$ cat src/rtl/pwm_pkg.sv
// ----------------------------------------------------------------------------
// pwm_pkg : shared duty/step widths and duty-ramp FSM encoding (rev 1.0)
// ----------------------------------------------------------------------------
`default_nettype none

package pwm_pkg;

   localparam int DUTY_W = 8;
   localparam int STEP_W = 4;

   localparam logic [2:0] ST_IDLE      = 3'd0;
   localparam logic [2:0] ST_RAMP_UP   = 3'd1;
   localparam logic [2:0] ST_RAMP_DOWN = 3'd2;
   localparam logic [2:0] ST_HOLD      = 3'd3;
   localparam logic [2:0] ST_LIMIT     = 3'd4;
   localparam logic [2:0] ST_FAULT     = 3'd5;

endpackage

`default_nettype wire

$ cat src/rtl/pwm_duty_ramp_if.sv
// ----------------------------------------------------------------------------
// pwm_duty_ramp_if : control/status bundle of one duty-ramp channel (rev 1.0)
// ----------------------------------------------------------------------------
`default_nettype none

interface pwm_duty_ramp_if #(
   parameter int WIDTH  = pwm_pkg::DUTY_W,
   parameter int STEP_W = pwm_pkg::STEP_W
);

   logic              enable;
   logic [WIDTH-1:0]  target;
   logic [STEP_W-1:0] step;
   logic              cycle;
   logic              v_limit;
   logic              i_limit;
   logic              fault_in;
   logic              clear_fault;
   logic [WIDTH-1:0]  pwm_o;
   logic              at_target;
   logic              limiting;
   logic              fault_latched;
   logic [2:0]        state_o;

   modport master (
      output enable, target, step, cycle, v_limit, i_limit, fault_in, clear_fault,
      input  pwm_o, at_target, limiting, fault_latched, state_o
   );

   modport slave (
      input  enable, target, step, cycle, v_limit, i_limit, fault_in, clear_fault,
      output pwm_o, at_target, limiting, fault_latched, state_o
   );

endinterface

`default_nettype wire

$ cat src/rtl/pwm_duty_ramp_pad_sync.sv
// ----------------------------------------------------------------------------
// pad_sync : N-stage synchroniser for asynchronous pad inputs (rev 1.0)
// ----------------------------------------------------------------------------
`default_nettype none

module pad_sync #(
   parameter int STAGES = 2
) (
   input  logic clk,
   input  logic rst_n,
   input  logic d,
   output logic q
);

   logic [STAGES-1:0] chain;

   always_ff @(posedge clk or negedge rst_n) begin
      if (!rst_n) begin
         chain <= '0;
      end else begin
         chain <= {chain[STAGES-2:0], d};
      end
   end

   assign q = chain[STAGES-1];

endmodule

`default_nettype wire

$ cat src/rtl/pwm_duty_ramp.sv
// ----------------------------------------------------------------------------
// pwm_duty_ramp : soft-start / limit back-off / fault duty controller (rev 1.0)
// ----------------------------------------------------------------------------
`default_nettype none

module pwm_duty_ramp #(
   parameter int WIDTH       = pwm_pkg::DUTY_W,
   parameter int STEP_W      = pwm_pkg::STEP_W,
   parameter int SYNC_STAGES = 2
) (
   input  logic           wb_clk_i,
   input  logic           RESET_n,
   pwm_duty_ramp_if.slave bus
);

   import pwm_pkg::*;

   logic             v_lim_s;
   logic             i_lim_s;
   logic             fault_s;
   logic             lim_s;
   logic             cycle_d;
   logic             tick;

   logic [2:0]       state;
   logic [2:0]       state_nx;
   logic [WIDTH-1:0] duty;
   logic [WIDTH-1:0] duty_nx;
   logic             flt;
   logic             flt_nx;
   logic             at_tgt;
   logic             lim_flag;

   logic [WIDTH-1:0] step_eff;
   logic [WIDTH:0]   sum_ext;
   logic [WIDTH:0]   dif_ext;
   logic [WIDTH-1:0] up_val;
   logic [WIDTH-1:0] dn_val;
   logic [WIDTH-1:0] lim_val;

   pad_sync #(.STAGES(SYNC_STAGES)) u_sync_vlim (
      .clk   (wb_clk_i),
      .rst_n (RESET_n),
      .d     (bus.v_limit),
      .q     (v_lim_s)
   );

   pad_sync #(.STAGES(SYNC_STAGES)) u_sync_ilim (
      .clk   (wb_clk_i),
      .rst_n (RESET_n),
      .d     (bus.i_limit),
      .q     (i_lim_s)
   );

   pad_sync #(.STAGES(SYNC_STAGES)) u_sync_fault (
      .clk   (wb_clk_i),
      .rst_n (RESET_n),
      .d     (bus.fault_in),
      .q     (fault_s)
   );

   assign lim_s = v_lim_s | i_lim_s;

   always_ff @(posedge wb_clk_i or negedge RESET_n) begin
      if (!RESET_n) begin
         cycle_d <= 1'b0;
      end else begin
         cycle_d <= bus.cycle;
      end
   end

   assign tick = bus.cycle & ~cycle_d;

   // One extra bit of headroom so both over- and under-flow are visible before clamping
   assign step_eff = (bus.step == '0) ? WIDTH'(1) : WIDTH'(bus.step);
   assign sum_ext  = {1'b0, duty} + {1'b0, step_eff};
   assign dif_ext  = {1'b0, duty} - {1'b0, step_eff};
   assign up_val   = (sum_ext > {1'b0, bus.target}) ? bus.target : sum_ext[WIDTH-1:0];
   assign dn_val   = (dif_ext[WIDTH] || (dif_ext[WIDTH-1:0] < bus.target))
                     ? bus.target : dif_ext[WIDTH-1:0];
   assign lim_val  = dif_ext[WIDTH] ? '0 : dif_ext[WIDTH-1:0];

   always_comb begin
      state_nx = state;
      duty_nx  = duty;
      flt_nx   = flt;
      if (fault_s) begin
         state_nx = ST_FAULT;
         duty_nx  = '0;
         flt_nx   = 1'b1;
      end else if (state == ST_FAULT) begin
         if (bus.clear_fault) begin
            state_nx = ST_IDLE;
            flt_nx   = 1'b0;
         end
      end else if (!bus.enable) begin
         state_nx = ST_IDLE;
         duty_nx  = '0;
      end else if (tick) begin
         if (lim_s) begin
            state_nx = ST_LIMIT;
            duty_nx  = lim_val;
         end else if (duty < bus.target) begin
            state_nx = ST_RAMP_UP;
            duty_nx  = up_val;
         end else if (duty > bus.target) begin
            state_nx = ST_RAMP_DOWN;
            duty_nx  = dn_val;
         end else begin
            state_nx = ST_HOLD;
         end
      end
   end

   always_ff @(posedge wb_clk_i or negedge RESET_n) begin
      if (!RESET_n) begin
         state    <= ST_IDLE;
         duty     <= '0;
         flt      <= 1'b0;
         at_tgt   <= 1'b0;
         lim_flag <= 1'b0;
      end else begin
         state    <= state_nx;
         duty     <= duty_nx;
         flt      <= flt_nx;
         at_tgt   <= (state_nx == ST_HOLD) && (duty_nx == bus.target);
         lim_flag <= (state_nx == ST_LIMIT);
      end
   end

   assign bus.pwm_o         = duty;
   assign bus.at_target     = at_tgt;
   assign bus.limiting      = lim_flag;
   assign bus.fault_latched = flt;
   assign bus.state_o       = state;

endmodule

`default_nettype wire

$ cat src/flat_wrapper.sv
// flat-port wrapper written by rule: the top's interface ports become plain ports
module pwm_duty_ramp_flat import pwm_pkg::*;
#(
   parameter int WIDTH       = pwm_pkg::DUTY_W,
   parameter int STEP_W      = pwm_pkg::STEP_W,
   parameter int SYNC_STAGES = 2
)
  (wb_clk_i, RESET_n, bus_enable, bus_target, bus_step, bus_cycle, bus_v_limit, bus_i_limit, bus_fault_in, bus_clear_fault, bus_pwm_o, bus_at_target, bus_limiting, bus_fault_latched, bus_state_o);
  pwm_duty_ramp_if #(.WIDTH(WIDTH), .STEP_W(STEP_W)) bus_i ();
  input  logic wb_clk_i;
  input  logic RESET_n;
  input wire logic [$bits(bus_i.enable)-1:0] bus_enable;
  input wire logic [$bits(bus_i.target)-1:0] bus_target;
  input wire logic [$bits(bus_i.step)-1:0] bus_step;
  input wire logic [$bits(bus_i.cycle)-1:0] bus_cycle;
  input wire logic [$bits(bus_i.v_limit)-1:0] bus_v_limit;
  input wire logic [$bits(bus_i.i_limit)-1:0] bus_i_limit;
  input wire logic [$bits(bus_i.fault_in)-1:0] bus_fault_in;
  input wire logic [$bits(bus_i.clear_fault)-1:0] bus_clear_fault;
  output wire logic [$bits(bus_i.pwm_o)-1:0] bus_pwm_o;
  output wire logic [$bits(bus_i.at_target)-1:0] bus_at_target;
  output wire logic [$bits(bus_i.limiting)-1:0] bus_limiting;
  output wire logic [$bits(bus_i.fault_latched)-1:0] bus_fault_latched;
  output wire logic [$bits(bus_i.state_o)-1:0] bus_state_o;
  assign bus_i.enable = bus_enable;
  assign bus_i.target = bus_target;
  assign bus_i.step = bus_step;
  assign bus_i.cycle = bus_cycle;
  assign bus_i.v_limit = bus_v_limit;
  assign bus_i.i_limit = bus_i_limit;
  assign bus_i.fault_in = bus_fault_in;
  assign bus_i.clear_fault = bus_clear_fault;
  assign bus_pwm_o = bus_i.pwm_o;
  assign bus_at_target = bus_i.at_target;
  assign bus_limiting = bus_i.limiting;
  assign bus_fault_latched = bus_i.fault_latched;
  assign bus_state_o = bus_i.state_o;
  pwm_duty_ramp #(.WIDTH(WIDTH), .STEP_W(STEP_W), .SYNC_STAGES(SYNC_STAGES)) u_core (.wb_clk_i(wb_clk_i), .RESET_n(RESET_n), .bus(bus_i));
endmodule
$ cat config.mk
export PLATFORM = sky130hd
export DESIGN_NAME = pwm_duty_ramp_flat
export DESIGN_NICKNAME = d
export VERILOG_FILES = /design/src/rtl/pwm_pkg.sv /design/src/rtl/pwm_duty_ramp_if.sv /design/src/rtl/pwm_duty_ramp_pad_sync.sv /design/src/rtl/pwm_duty_ramp.sv /design/src/flat_wrapper.sv
export SDC_FILE = /design/constraint.sdc
export NUM_CORES = 1
export LEC_CHECK = 0
export ABC_AREA = 1
export BUFFER_PORTS_ARGS = -buffer_cell sky130_fd_sc_hd__clkbuf_2
export CELL_PAD_IN_SITES_DETAIL_PLACEMENT = 1
export CELL_PAD_IN_SITES_GLOBAL_PLACEMENT = 2
export CORE_UTILIZATION = 30
export CTS_CLUSTER_DIAMETER = 100
export CTS_CLUSTER_SIZE = 10
export DETAILED_ROUTE_END_ITERATION = 10
export GPL_TIMING_DRIVEN = 0
export PLACE_DENSITY = 0.85
export SYNTH_ARGS = -nofsm -noshare
export SYNTH_HDL_FRONTEND = slang
export SYNTH_SLANG_ARGS = --single-unit
$ cat constraint.sdc
create_clock -name wb_clk_i -period 3.8 [get_ports wb_clk_i]
set_input_delay 0.76 -clock wb_clk_i [delete_from_list [all_inputs] [get_ports wb_clk_i]]
set_output_delay 0.76 -clock wb_clk_i [all_outputs]
set_load 0.05 [all_outputs]
==> results of run 1 <==
==> stage by stage <==
step / setup slack, ns / hold WS (ns) / power, W
floorplan: 0.0232 / 0.331 / 0.000804
global placement: -0.677 / 0.334 / 0.000977
detailed placement: -0.739 / 0.336 / 0.000995
CTS: -0.0778 / 0.354 / 0.00121
global route: -0.248 / 0.361 / 0.00140
finish: -0.0282 / 0.353 / 0.00129
==> worst max-delay path, delay by kind of cell <==
kind | cells | cell delay (ns)
AND/OR/NAND/NOR | 19 | 1.39
adder cells (fa/ha/maj) | 3 | 0.74
buffers and inverters | 7 | 0.56
AO/OA/AOI/OAI | 3 | 0.36
XOR/XNOR | 1 | 0.19
==> layout make-up <==
type                       count  area [sq um]
inverter                      68           260
sequential                    21           526
tap                          108           135
buffer                        12          85.1
multi-input combinational    339          2080
fill                        1168          5360
timing repair buffer          54           358
clock buffer                   4          45.0
==> registers in the layout, summed over array words and instances (netlist names) <==
name,cells
u_core.cycle_d,1
u_core.u_sync_fault.chain,2
u_core.bus.at_target,1
u_core.bus.fault_latched,1
u_core.bus.state_o,3
u_core.bus.pwm_o,8
u_core.u_sync_vlim.chain,2
u_core.u_sync_ilim.chain,2
u_core.bus.limiting,1
==> cell families (layout without fill, tap and decap cells) <==
family | count (synthesis) | count (layout) | share of synthesized area
AOI/OAI and AO/OA | 45 | 45 | 0.0975
xor gates and xnor gates | 6 | 6 | 0.0190
buffers and inverters | 80 | 138 | 0.122
DFF | 21 | 21 | 0.190
and+or+nand+nor | 255 | 255 | 0.418
adders and majority gates | 33 | 33 | 0.154
==> placed cells by master (no fill, tap or decap), drive strengths merged, types with 6 or more instances in the layout <==
cell and count:
nor2 41, ha 31, o21ai 14, nand2 150, clkbuf 39, nand3 48
dfrtp 21, buf 31, xor2 6, a21oi 23, inv 68
==> what timing repair did <==
action                     4_1_cts  5_1_grt
pin swaps                       15       29
setup buffers                   19        2
gates resized for setup         16       47
setup endpoints to repair        8        9
==> how the worst max path moves through the flow <==
stage / startpoint / to / cells past startpoint
6_report: bus_step[3] / u_core.bus.at_target / 33
5_1_grt: bus_step[1] / u_core.bus.at_target / 33
4_1_cts: bus_step[3] / u_core.bus.at_target / 33
3_5_place_dp: bus_step[1] / u_core.bus.at_target / 33
3_3_place_gp: bus_step[1] / u_core.bus.at_target / 33
2_1_floorplan: bus_step[1] / u_core.bus.at_target / 32
==> layer usage <==
layer	GRT usage	up-vias	part of all wire
li1	-	1512	-
met1	0.266	1452	0.47
met2	0.353	43	0.49
met3	0.00501	8	0.024
met4	0.0408	0	0.013
met5	0	-	0
==> power by group through the flow <==
stage / Combinational [W] / Clock (W) / Sequential, W
final: 0.000870 / 0.000151 / 0.000268
after global routing: 0.000966 / 0.000159 / 0.000271
after CTS: 0.000794 / 0.000153 / 0.000267
after detailed placement: 0.000724 / 0 / 0.000271
after global placement: 0.000706 / 0 / 0.000271
after floorplan: 0.000488 / 0 / 0.000316
==> results.tsv, run 1 <==
stage	metric	value	unit
timing	Max-slew headroom	0.585	
placed_design	dpl cell area	0.00307	sq mm
grt	vias in the first global route	3099	
detailed_routing	Avg Vias per Cell	4.98	
logic_synthesis	Async S/R FF share, synth	1.00	
pwr	clock network power share	0.117	
logic_synthesis	share of the synthesized area in the top cell type	0.195	
die	row count	34	
timing	Tmin final	3.83	ns
die	DIE HEIGHT	98.1	um
logic_synthesis	Post-synth EDFFs	0	
grt	GRT overflow	0	
logic_synthesis	Synth area leaders	nand2_1, dfrtp_1, ha_1	
layout	Cell Count, Final, Fillers Out	606	
grt	first-pass GRT wire length	15.2	mm
pwr	leakage	1.93	nW
detailed_routing	routed len/inst	15.6	um
layout	Layout area overhead	25.9	%
logic_synthesis	register area share after synthesis	0.190	
timing	Tcrit/Tclk final	1.01	
placed_design	Final Wtd Congestion	0.793	
cts	TritonCTS clock tree	yes	
critical_path	Worst EP required	3.96	ns
critical_path	CP peak stage delay	0.33	ns
logic_synthesis	YS warnings	0	
hold_path	Worst Hold End	u_core.u_sync_fault.chain[1]	
timing	skew final	0.00141	ns
die	Core Footprint	0.00885	sq mm
grt	Global Route Usage Sum	0.198	
critical_path	Most Frequent Cell on Critical Path	nand2_1	
grt	initial antenna violation count	0	
cts	TritonCTS Buffers	3	
critical_path	endpoint type of the worst setup path	register	
timing	unrepaired setup endpoints after global routing	true	
cts	number of hold buffers added after cts	0	
critical_path	Worst Path Max Fanout	6	
timing	slew of the pin with the lowest slew margin	0.620	ns
detailed_routing	vias	3015	
hold_path	hold path depth	0	
layout	share of cells above drive strength 1	0.271	
pwr	logic gate share of total power	0.675	
logic_synthesis	Yosys top cell by area	nand2_1	
layout	Final Util	0.394	
timing	Fin. Hold Viols	0	
placed_design	Detailed Place HPWL	7.39	mm
logic_synthesis	most frequent cell after synthesis	nand2_1	
pwr	Int Power	0.000636	W
timing	Setup Viol. Count Final	1	
hold_path	Worst Hold Class	reg2reg	
critical_path	reg2reg end	u_core.bus.at_target	
critical_path	Reg-to-Reg Start	u_core.bus.pwm_o[1]	
timing	setup ws final	-0.0282	ns
cts	htree depth	1	
detailed_routing	First DRT Iteration DRCs	87	
status	status	finished with violations	
pwr	NetSw	0.000652	W
critical_path	Register-to-Register Path Depth	29	
layout	final instance area	0.00349	sq mm
logic_synthesis	Netlist cell types	36	
cts	Worst-path clk slew	0.08	ns
placed_design	port bufs	33	
cts	clock latency at the later pin of the worst-skew pair	0.27	ns
detailed_routing	drt first pass iters	7	
detailed_routing	Residual DRC	1	
critical_path	FF-to-FF setup slack	0.08	ns
critical_path	CP max-delay cell	fa_2	
cts	Bufs on Longest Clock Path	2	
layout	antenna cells	0	
cts	Root Buffer	clkbuf_8	
logic_synthesis	flip-flop and latch count after synthesis	21	
die	Die Wd	98.1	um
die	die area	0.00963	sq mm
timing	max-slew violations	0	
logic_synthesis	Syn Nets	493	
logic_synthesis	Mean Syn Cell Area	6.30	sq um
detailed_routing	post-route ant nets	0	
placed_design	# placed instances	581	
die	initial core utilization	0.313	
logic_synthesis	top cells by count, synth	nand2_1, inv_1, nand3_1	
logic_synthesis	Syn Inst Count	440	
logic_synthesis	Netlist Area Pre-Place	0.00277	sq mm
timing	setup total negative slack	-0.0282	ns
run	# Max-Cap Violations	0	
pwr	worst vdd ir	313	uV
layout	final net count	552	
status	failing checks	design-rule violations, negative setup slack	
grt	largest net degree at the start of global routing	22	
detailed_routing	final wirelength	9.45	mm
hold_path	hold_sp	u_core.u_sync_fault.chain[0]	
pwr	Sw Ratio	0.506	
pwr	Power Density	369	mW/mm^2
cts	total clock sinks	21	
critical_path	CP startpoint kind	primary input	
critical_path	Worst Path Arrival	3.99	ns
pwr	part of the power in registers	0.208	
timing	maximum clock rate	261	MHz
critical_path	Worst Setup Path Type	in2reg	
die	Ports	34	
logic_synthesis	dominant synthesized flop cell	dfrtp_1	
No activity file was read; power rests on OpenSTA's default activity.
==> inputs of run 2 (changes only) <==
==> constraint.sdc (replaced) <==
create_clock -name wb_clk_i -period 4.6 [get_ports wb_clk_i]
set_input_delay 0.92 -clock wb_clk_i [delete_from_list [all_inputs] [get_ports wb_clk_i]]
set_output_delay 0.92 -clock wb_clk_i [all_outputs]
set_load 0.05 [all_outputs]
==> run 2 against run 1 <==
- the flow finishes with violations (design-rule violations)
- combinational power decreased by 31%
- sequential cell count unchanged
- power decreased by 26%
- cell area decreased by 9.6%
- die area unchanged
- critical endpoint unchanged
==> results.tsv, run 2 (synthesis gave the netlist of run 1 again) <==
stage	metric	value	unit
status	status	finished with violations	
status	failing checks	design-rule violations	
grt	GRT overflow	0	
detailed_routing	First DRT Iteration DRCs	65	
timing	maximum clock rate	234	MHz
critical_path	endpoint type of the worst setup path	register	
detailed_routing	drt first pass iters	7	
grt	gr busiest metal	met2	
detailed_routing	Avg Vias per Cell	4.89	
layout	Largest register FFs	8	
die	DIE HEIGHT	98.1	um
grt	met3 Usage GRT	0.00429	
timing	Fin. Hold Viols	0	
die	Ports	34	
critical_path	Setup crit start	bus_step[1]	
layout	Layout area overhead	13.8	%
cts	total clock sinks	21	
placed_design	# placed instances	581	
timing	Tcrit/Tclk final	0.929	
die	die area	0.00963	sq mm
critical_path	crit-path leading delay family	simple AND/OR/NAND/NOR gates	
layout	antenna cells	0	
critical_path	CP peak stage delay	0.40	ns
layout	final net count	533	
timing	max-slew violations	0	
layout	Cell Count, Final, Fillers Out	587	
detailed_routing	post-route ant nets	0	
detailed_routing	Residual DRC	1	
timing	slew of the pin with the lowest slew margin	0.617	ns
pwr	worst vdd ir	247	uV
cts	number of hold buffers added after cts	0	
detailed_routing	routed len/inst	14.6	um
placed_design	Detailed Place HPWL	7.39	mm
die	row count	34	
cts	htree depth	1	
pwr	Power Density	301	mW/mm^2
layout	commonest non-fill, non-tap cell in the layout	nand2_1	
timing	setup ws final	0.326	ns
placed_design	dpl ws	-0.0989	ns
cts	clock latency at the later pin of the worst-skew pair	0.26	ns
cts	Bufs on Longest Clock Path	2	
pwr	clock network power share	0.131	
layout	Fill cells	1191	
run	# Max-Cap Violations	0	
die	Core Footprint	0.00885	sq mm
timing	Max-slew headroom	0.587	
layout	Reg area	526	sq um
pwr	NetSw	0.000485	W
cts	TritonCTS clock tree	yes	
cts	Worst-path clk slew	0.08	ns
critical_path	FF-to-FF setup slack	0.77	ns
pwr	Sw Ratio	0.511	
pwr	logic gate share of total power	0.637	
timing	Setup Viol. Count Final	0	
layout	share of cells above drive strength 1	0.159	
critical_path	Worst Path Arrival	4.47	ns
critical_path	Worst Path Max Fanout	10	
critical_path	Worst Setup Path Type	in2reg	
critical_path	Reg-to-Reg Start	u_core.bus.pwm_o[1]	
grt	Global Route Usage Sum	0.188	
layout	most frequent cells in the layout	nand2_1, inv_1, nand3_1	
hold_path	hold path depth	0	
pwr	Int Power	0.000464	W
critical_path	Most Frequent Cell on Critical Path	nand2_1	
hold_path	Worst Hold Class	reg2reg	
detailed_routing	vias	2872	
critical_path	CP max-delay cell	fa_1	
grt	first-pass GRT wire length	14.5	mm
grt	routing usage on met1	0.261	
grt	vias in the first global route	2962	
grt	initial antenna violation count	0	
grt	largest net degree at the start of global routing	22	
critical_path	Register-to-Register Path Depth	29	
critical_path	Crit path depth	33	
critical_path	Worst EP required	4.80	ns
placed_design	Final Wtd Congestion	0.793	
critical_path	CP startpoint kind	primary input	
layout	Final Util	0.356	
timing	skew final	0.000940	ns
cts	TritonCTS Buffers	3	
pwr	part of the power in registers	0.233	
critical_path	worst path bufs/invs	6	
detailed_routing	final wirelength	8.57	mm
layout	area of the multi-input gates	0.00193	sq mm
die	initial core utilization	0.313	
cts	Root Buffer	clkbuf_8	
timing	Tmin final	4.27	ns
hold_path	hold_sp	u_core.u_sync_fault.chain[0]	
grt	Global Route met2 Usage	0.330	
die	Die Wd	98.1	um
placed_design	port bufs	33	
timing	setup total negative slack	0	ns
pwr	leakage	1.80	nW
run 2: final timing paths:
kind	to
worst max-delay path	u_core.bus.at_target
worst min-delay path	u_core.u_sync_fault.chain[1]
worst max register to register	u_core.bus.at_target
worst min register to register	u_core.u_sync_fault.chain[1]
max in group asynchronous	u_core.u_sync_vlim.chain[0]
min in group asynchronous	u_core.u_sync_fault.chain[0]
run 2: worst register-to-register path, delay by kind of cell, from the launching register on:
| family | cells | cell delay [ns] |
|---|---|---|
| AO/OA/AOI/OAI | 1 | 0.12 |
| XOR/XNOR | 1 | 0.24 |
| adder cells (fa/ha/maj) | 2 | 0.78 |
| buffers and inverters | 4 | 0.47 |
| flip-flops | 1 | 0.58 |
| AND/OR/NAND/NOR | 21 | 1.57 |
run 2: stage by stage:
stage                     total power, W  hold WS (ns)  area [sq um]
after floorplan                 0.000664         0.331          2770
after global placement          0.000807         0.334          3070
after detailed placement        0.000822         0.336          3070
after CTS                       0.000949         0.354          3120
after global routing             0.00104         0.361          3150
final                           0.000949         0.353          3150
run 2: power by group through the flow:
stage | sequential, W | combinational (W) | clock [W]
final | 0.000221 | 0.000604 | 0.000124
after CTS | 0.000220 | 0.000602 | 0.000126
after global routing | 0.000223 | 0.000690 | 0.000131
after floorplan | 0.000261 | 0.000403 | 0
after detailed placement | 0.000224 | 0.000598 | 0
after global placement | 0.000224 | 0.000583 | 0
run 2: metal layers:
metal | wire, um | part of all wire
met4 | 50 | 0.0058
met5 | 0 | 0
met3 | 153 | 0.018
met2 | 4090 | 0.48
met1 | 4280 | 0.50
run 2: layout make-up:
type / instances / share of cell area
buffer: 12 / 0.0262
multi-input combinational: 339 / 0.612
clock buffer: 4 / 0.0143
timing repair buffer: 35 / 0.0571
sequential: 21 / 0.167
inverter: 68 / 0.0809
tap: 108 / 0.0428
run 2: timing repair:
item,CTS,global route
buffers inserted,0,2
setup endpoints to repair,0,1
resized for setup,0,6
